**config.mk**
```make
export PLATFORM = sky130hd
export DESIGN_NAME = arf_stack_sequencer
export DESIGN_NICKNAME = d
export VERILOG_FILES = /design/src/rtl/arf_stack_sequencer_pkg.sv /design/src/rtl/arf_stack_sequencer.sv
export SDC_FILE = /design/constraint.sdc
export NUM_CORES = 1
export LEC_CHECK = 0
export ABC_AREA = 1
export CAP_MARGIN = 20
export CORE_MARGIN = 5
export CORE_UTILIZATION = 48
export CTS_CLUSTER_SIZE = 25
export DETAILED_ROUTE_END_ITERATION = 8
export HOLD_SLACK_MARGIN = 0.03
export PLACE_DENSITY = 0.86
export SLEW_MARGIN = 30
export SYNTH_ARGS = -nofsm -noshare
export SYNTH_HDL_FRONTEND = slang
export SYNTH_SLANG_ARGS = --single-unit
```
**constraint.sdc**
```tcl
create_clock -name Clock -period 4.3 [get_ports Clock]
set_clock_uncertainty 0.1 [all_clocks]
set_input_delay 0.645 -clock Clock [delete_from_list [all_inputs] [get_ports Clock]]
set_output_delay 0.645 -clock Clock [all_outputs]
set_load 0.1 [all_outputs]
```
**src/rtl/arf_stack_sequencer_pkg.sv**
```systemverilog
// Shared encodings for the stack sequencer: op codes, register-file selects
// and the controller state enum.
package arf_stack_sequencer_pkg;

    typedef enum logic [1:0] {
        OP_CALL = 2'b00,
        OP_RET  = 2'b01,
        OP_PUSH = 2'b10,
        OP_POP  = 2'b11
    } op_e;

    localparam logic [1:0] FUN_DEC  = 2'b00;
    localparam logic [1:0] FUN_INC  = 2'b01;
    localparam logic [1:0] FUN_LOAD = 2'b10;
    localparam logic [1:0] FUN_CLR  = 2'b11;

    localparam logic [2:0] REG_NONE = 3'b000;
    localparam logic [2:0] REG_PC   = 3'b100;
    localparam logic [2:0] REG_SP   = 3'b010;
    localparam logic [2:0] REG_AR   = 3'b001;

    localparam logic [1:0] OUT_PC = 2'b00;
    localparam logic [1:0] OUT_SP = 2'b01;
    localparam logic [1:0] OUT_AR = 2'b10;

    typedef enum logic [2:0] {
        S_IDLE,
        S_WH,
        S_WL,
        S_INC,
        S_RL,
        S_RH,
        S_LD,
        S_DONE
    } state_e;

endpackage

```
**src/rtl/arf_stack_sequencer.sv**
```systemverilog
// Multi-cycle PUSH/POP/CALL/RET sequencer driving the address register file
// and the byte-wide data memory. All outputs are registered from next state.
module arf_stack_sequencer
    import arf_stack_sequencer_pkg::*;
#(
    parameter logic [15:0] SP_MIN = 16'h0002,
    parameter logic [15:0] SP_MAX = 16'hFFFD
) (
    input  logic        Clock,
    input  logic        Reset,
    input  logic        Start,
    input  logic [1:0]  Op,
    input  logic [15:0] PushData,
    input  logic [15:0] Target,
    input  logic [15:0] ARF_OutC,
    input  logic [15:0] ARF_OutD,
    input  logic [7:0]  MemData,
    output logic [2:0]  ARF_RegSel,
    output logic [1:0]  ARF_FunSel,
    output logic [1:0]  ARF_OutCSel,
    output logic [1:0]  ARF_OutDSel,
    output logic [15:0] LoadData,
    output logic        Mem_CS,
    output logic        Mem_WR,
    output logic [7:0]  Mem_WrData,
    output logic [15:0] PopData,
    output logic        Busy,
    output logic        Done,
    output logic        Fault
);

    state_e      state_q, state_d;
    op_e         op_q, op_d;
    logic [15:0] held_q, held_d;
    logic [7:0]  tmp_lo_q, tmp_lo_d;
    logic [2:0]  regsel_q, regsel_d;
    logic [1:0]  funsel_q, funsel_d;
    logic        cs_q, cs_d;
    logic        wr_q, wr_d;
    logic [7:0]  wrdata_q, wrdata_d;
    logic [15:0] popdata_q, popdata_d;
    logic [15:0] loaddata_q, loaddata_d;
    logic        busy_q, busy_d;
    logic        done_q, done_d;
    logic        fault_q, fault_d;
    logic        start_illegal;

    // Pushes move SP down by two and pops move it up by two; reject ops that would wrap.
    always_comb begin
        start_illegal = 1'b0;
        if ((op_e'(Op) == OP_PUSH) || (op_e'(Op) == OP_CALL))
            start_illegal = (ARF_OutD < SP_MIN);
        else
            start_illegal = (ARF_OutD > SP_MAX);
    end

    always_comb begin
        state_d    = state_q;
        op_d       = op_q;
        held_d     = held_q;
        tmp_lo_d   = tmp_lo_q;
        popdata_d  = popdata_q;
        loaddata_d = loaddata_q;
        fault_d    = 1'b0;

        case (state_q)
            S_IDLE: begin
                if (Start) begin
                    if (start_illegal) begin
                        fault_d = 1'b1;
                    end else begin
                        op_d   = op_e'(Op);
                        held_d = (op_e'(Op) == OP_PUSH) ? PushData : ARF_OutC;
                        if (op_e'(Op) == OP_CALL)
                            loaddata_d = Target;
                        if ((op_e'(Op) == OP_PUSH) || (op_e'(Op) == OP_CALL))
                            state_d = S_WH;
                        else
                            state_d = S_INC;
                    end
                end
            end
            S_WH:  state_d = S_WL;
            S_WL:  state_d = (op_q == OP_CALL) ? S_LD : S_DONE;
            S_INC: state_d = S_RL;
            S_RL: begin
                tmp_lo_d = MemData;
                state_d  = S_RH;
            end
            S_RH: begin
                popdata_d = {MemData, tmp_lo_q};
                if (op_q == OP_RET) begin
                    loaddata_d = {MemData, tmp_lo_q};
                    state_d    = S_LD;
                end else begin
                    state_d = S_DONE;
                end
            end
            S_LD:    state_d = S_DONE;
            S_DONE:  state_d = S_IDLE;
            default: state_d = S_IDLE;
        endcase
    end

    // Outputs are a function of the state being entered, so they line up with it.
    always_comb begin
        regsel_d = REG_NONE;
        funsel_d = FUN_DEC;
        cs_d     = 1'b0;
        wr_d     = 1'b0;
        wrdata_d = 8'h00;
        done_d   = 1'b0;
        busy_d   = (state_d != S_IDLE);

        case (state_d)
            S_WH: begin
                cs_d     = 1'b1;
                wr_d     = 1'b1;
                wrdata_d = held_d[15:8];
                regsel_d = REG_SP;
                funsel_d = FUN_DEC;
            end
            S_WL: begin
                cs_d     = 1'b1;
                wr_d     = 1'b1;
                wrdata_d = held_d[7:0];
                regsel_d = REG_SP;
                funsel_d = FUN_DEC;
            end
            S_INC: begin
                regsel_d = REG_SP;
                funsel_d = FUN_INC;
            end
            S_RL: begin
                cs_d     = 1'b1;
                regsel_d = REG_SP;
                funsel_d = FUN_INC;
            end
            S_RH: cs_d = 1'b1;
            S_LD: begin
                regsel_d = REG_PC;
                funsel_d = FUN_LOAD;
            end
            S_DONE:  done_d = 1'b1;
            default: ;
        endcase
    end

    always_ff @(posedge Clock or negedge Reset) begin
        if (!Reset) begin
            state_q    <= S_IDLE;
            op_q       <= OP_CALL;
            regsel_q   <= REG_NONE;
            funsel_q   <= FUN_DEC;
            cs_q       <= 1'b0;
            wr_q       <= 1'b0;
            wrdata_q   <= 8'h00;
            popdata_q  <= 16'h0000;
            loaddata_q <= 16'h0000;
            busy_q     <= 1'b0;
            done_q     <= 1'b0;
            fault_q    <= 1'b0;
        end else begin
            state_q    <= state_d;
            op_q       <= op_d;
            regsel_q   <= regsel_d;
            funsel_q   <= funsel_d;
            cs_q       <= cs_d;
            wr_q       <= wr_d;
            wrdata_q   <= wrdata_d;
            popdata_q  <= popdata_d;
            loaddata_q <= loaddata_d;
            busy_q     <= busy_d;
            done_q     <= done_d;
            fault_q    <= fault_d;
        end
    end

    // Holding registers are only consumed after being written in the same op.
    always_ff @(posedge Clock) begin
        held_q   <= held_d;
        tmp_lo_q <= tmp_lo_d;
    end

    assign ARF_RegSel  = regsel_q;
    assign ARF_FunSel  = funsel_q;
    assign ARF_OutCSel = OUT_PC;
    assign ARF_OutDSel = OUT_SP;
    assign LoadData    = loaddata_q;
    assign Mem_CS      = cs_q;
    assign Mem_WR      = wr_q;
    assign Mem_WrData  = wrdata_q;
    assign PopData     = popdata_q;
    assign Busy        = busy_q;
    assign Done        = done_q;
    assign Fault       = fault_q;

endmodule

```
==> flow_summary_export.csv <==
group,metric,value,unit
global_route,grt_start_max_net_pins,54,
global_route,antenna_found_initial,0,
critical_path,crit_start,"Op[0]",
layout,final_common_cell,"nand2_1",
clock_tree,cts.sinks,77,
layout,area_delta_synth_final,38.0,%
drt,vias,3316,
critical_path,r2r_start,"state_q[2]",
placement,portBuffers,124,
drt,initialDrtViolationCount,190,
placement,dp_hpwl,7190,um
timing,finalCriticalPeriod,2.66,ns
layout,layout-drive-gt1-share,0.0517,
drt,drc_errors,0,
timing,rsz0062_at_grt,"false",
worst_hold_path,hold_class,"input port to async pin",
layout,multiInputGateArea,1400,sq um
yosys,synth_cells,460,
timing,fmax,376,MHz
drt,vias_per_cell,4.88,
die,fp-row-count,31,
timing,tightest_slew,1.01,ns
run,maxCapViolCount,0,
global_route,grt_pass1_vias,3298,
timing,setup_tns,0,ns
die,fp.coreArea,7290,sq um
critical_path,worst-endpoint-arrival,2.80,ns
critical_path,critical_path.startpoint_type,"input port",
layout,diodes,0,
drt,wl,9440,um
clock_tree,numCtsBuffers,9,
critical_path,worstSetupPathType,"input port to flop",
die,die_h,96.7,um
layout,final_nets,652,
layout,post-route-util,0.682,
critical_path,crit_end,"Mem_WrData[5]",
power_and_ir_drop,power_density,870,nW/um^2
yosys,netlist.top_cell.by_area,"dfrtp_1",
timing,min_period_over_period,0.619,
critical_path,rr_endpoint,"LoadData[9]",
clock_tree,cts_setup_buffers,0,
critical_path,cp_max_fo,28,
timing,finalSetupViolations,0,
die,die_area,9350,sq um
critical_path,cp.required,4.44,ns
layout,seq_area,1890,sq um
die,dieWidth,96.7,um
layout,nFillCells,598,
layout,mostFrequentLayoutCells,"nand2_1 (212), clkdlybuf4s50_1 (123), dfrtp_1 (53)",
critical_path,cp-end-kind,"flop",
clock_tree,cts_buffer_depth,2,
yosys,ys_seq_area_frac,0.523,
clock_tree,cts_resized,0,
critical_path,regToRegSetupSlack,1.65,ns
yosys,syn_avg_cell_area,7.84,sq um
yosys,ys_warn_count,0,
die,start_util,0.495,
power_and_ir_drop,peakVddDrop,435,uV
critical_path,reg2reg_depth,9,
drt,dr.pass1.iters,5,
clock_tree,clock_latency,0.35,ns
placement,globalplace.congestion,0.789,
global_route,grt_overflow,0,
global_route,groute.usage.overall,0.202,
clock_tree,root_buffer,"clkbuf_8",
power_and_ir_drop,leakagePower,2.52,nW
yosys,ys_types,27,
timing,hold_viol,0,
run_status,outcome,"finished clean",
clock_tree,htree_levels,3,
yosys,syn_area,3610,sq um
yosys,ys_top_cells_by_area,"dfrtp_1 (37%), nand2_1 (22%), dfxtp_1 (8.9%), edfxtp_1 (6.7%), nand3_1 (4.7%)",
timing,drv_slew,0,
clock_tree,holdBufCountCts,0,
yosys,netlist.area_leader.share,0.368,
yosys,synth_seq_cells,77,
global_route,grt_pass1_wl,15600,um
die,pin_count,131,
timing,relSlewSlack,0.325,
drt,postRouteAntennaNets,0,
drt,avgRoutedWirePerCell,13.9,um
clock_tree,cts_tree,"yes",
clock_tree,path_clk_slew,0.08,ns
-- worst min-delay path by stage --
stage | cells after the start | slack, ns | end
5_1_grt | 2 | 0.37 | held_q[8]
6_report | 2 | 0.31 | PopData[3]
4_1_cts | 2 | 0.34 | PopData[7]
2_1_floorplan | 0 | 0.25 | ARF_FunSel[0]
3_3_place_gp | 2 | 0.33 | held_q[9]
3_5_place_dp | 2 | 0.33 | held_q[14]
-- sequential cells by signal, indices dropped and copies added, names as in the netlist --
register	count
Done	1
Mem_WrData	8
ARF_FunSel	1
Fault	1
state_q	3
Mem_CS	1
op_q	2
tmp_lo_q	8
PopData	16
Busy	1
Mem_WR	1
LoadData	16
ARF_RegSel	2
held_q	16
-- cells by family (layout without fill, tap and decap cells) --
| family | Yosys count | count (layout) | share of synthesized area |
|---|---|---|---|
| flops | 77 | 77 | 0.523 |
| other cells | 2 | 5 | 0.00208 |
| compound gates | 24 | 24 | 0.0420 |
| simple gates | 288 | 288 | 0.340 |
| buf+inv | 69 | 186 | 0.0930 |
-- layout make-up --
cell class | count | area share
tap | 99 | 0.0249
timing repair buffer | 125 | 0.250
multi-input combinational | 317 | 0.280
clock inverter | 6 | 0.00603
inverter | 45 | 0.0339
sequential | 77 | 0.379
clock buffer | 10 | 0.0256
-- per-layer routing --
metal  global-route usage  vias up  wire length, um
li1                     -     1641                -
met1                0.252     1521             3880
met2                0.344      144             4670
met3               0.0683       10              815
met4               0.0378        0               74
met5                    0        -                0
-- cells in the mapped netlist, drive strengths merged --
master,instances
nor2,18
dfxtp,16
nor3,4
nand3,35
buf,20
clkbuf,4
nand4,11
a21oi,2
nand3b,1
clkinv,2
nand2,219
inv,43
o21a,8
dfrtp,53
conb,2
o21ai,14
edfxtp,8
-- stage by stage --
stage	power (mW)	setup slack (ns)	hold slack, ns	cell area, sq um	instances
3_3_place_gp	3.83	1.40	0.332	4820	663
3_5_place_dp	3.89	1.31	0.330	4820	663
4_1_cts	4.34	1.61	0.340	4980	679
6_report	4.33	1.64	0.313	4980	679
5_1_grt	4.54	1.34	0.369	4980	679
2_1_floorplan	3.26	2.23	0.249	3620	463
-- power by group --
| part | switching, mW | internal (mW) |
|---|---|---|
| Sequential | 0.144 | 1.05 |
| Clock | 0.254 | 0.203 |
| Combinational | 2.07 | 0.614 |
-- critical path: stages --
cell,delay [ns]
clkdlybuf4s50_1,0.52
nand2_1,0.13
inv_1,0.04
nand2_1,0.07
nor2_1,0.04
nand2_1,0.35
nand3_4,0.42
inv_2,0.33
nand2_1,0.10
nand3_1,0.09
nand2_1,0.07
No activity file was read; power rests on OpenSTA's default activity.
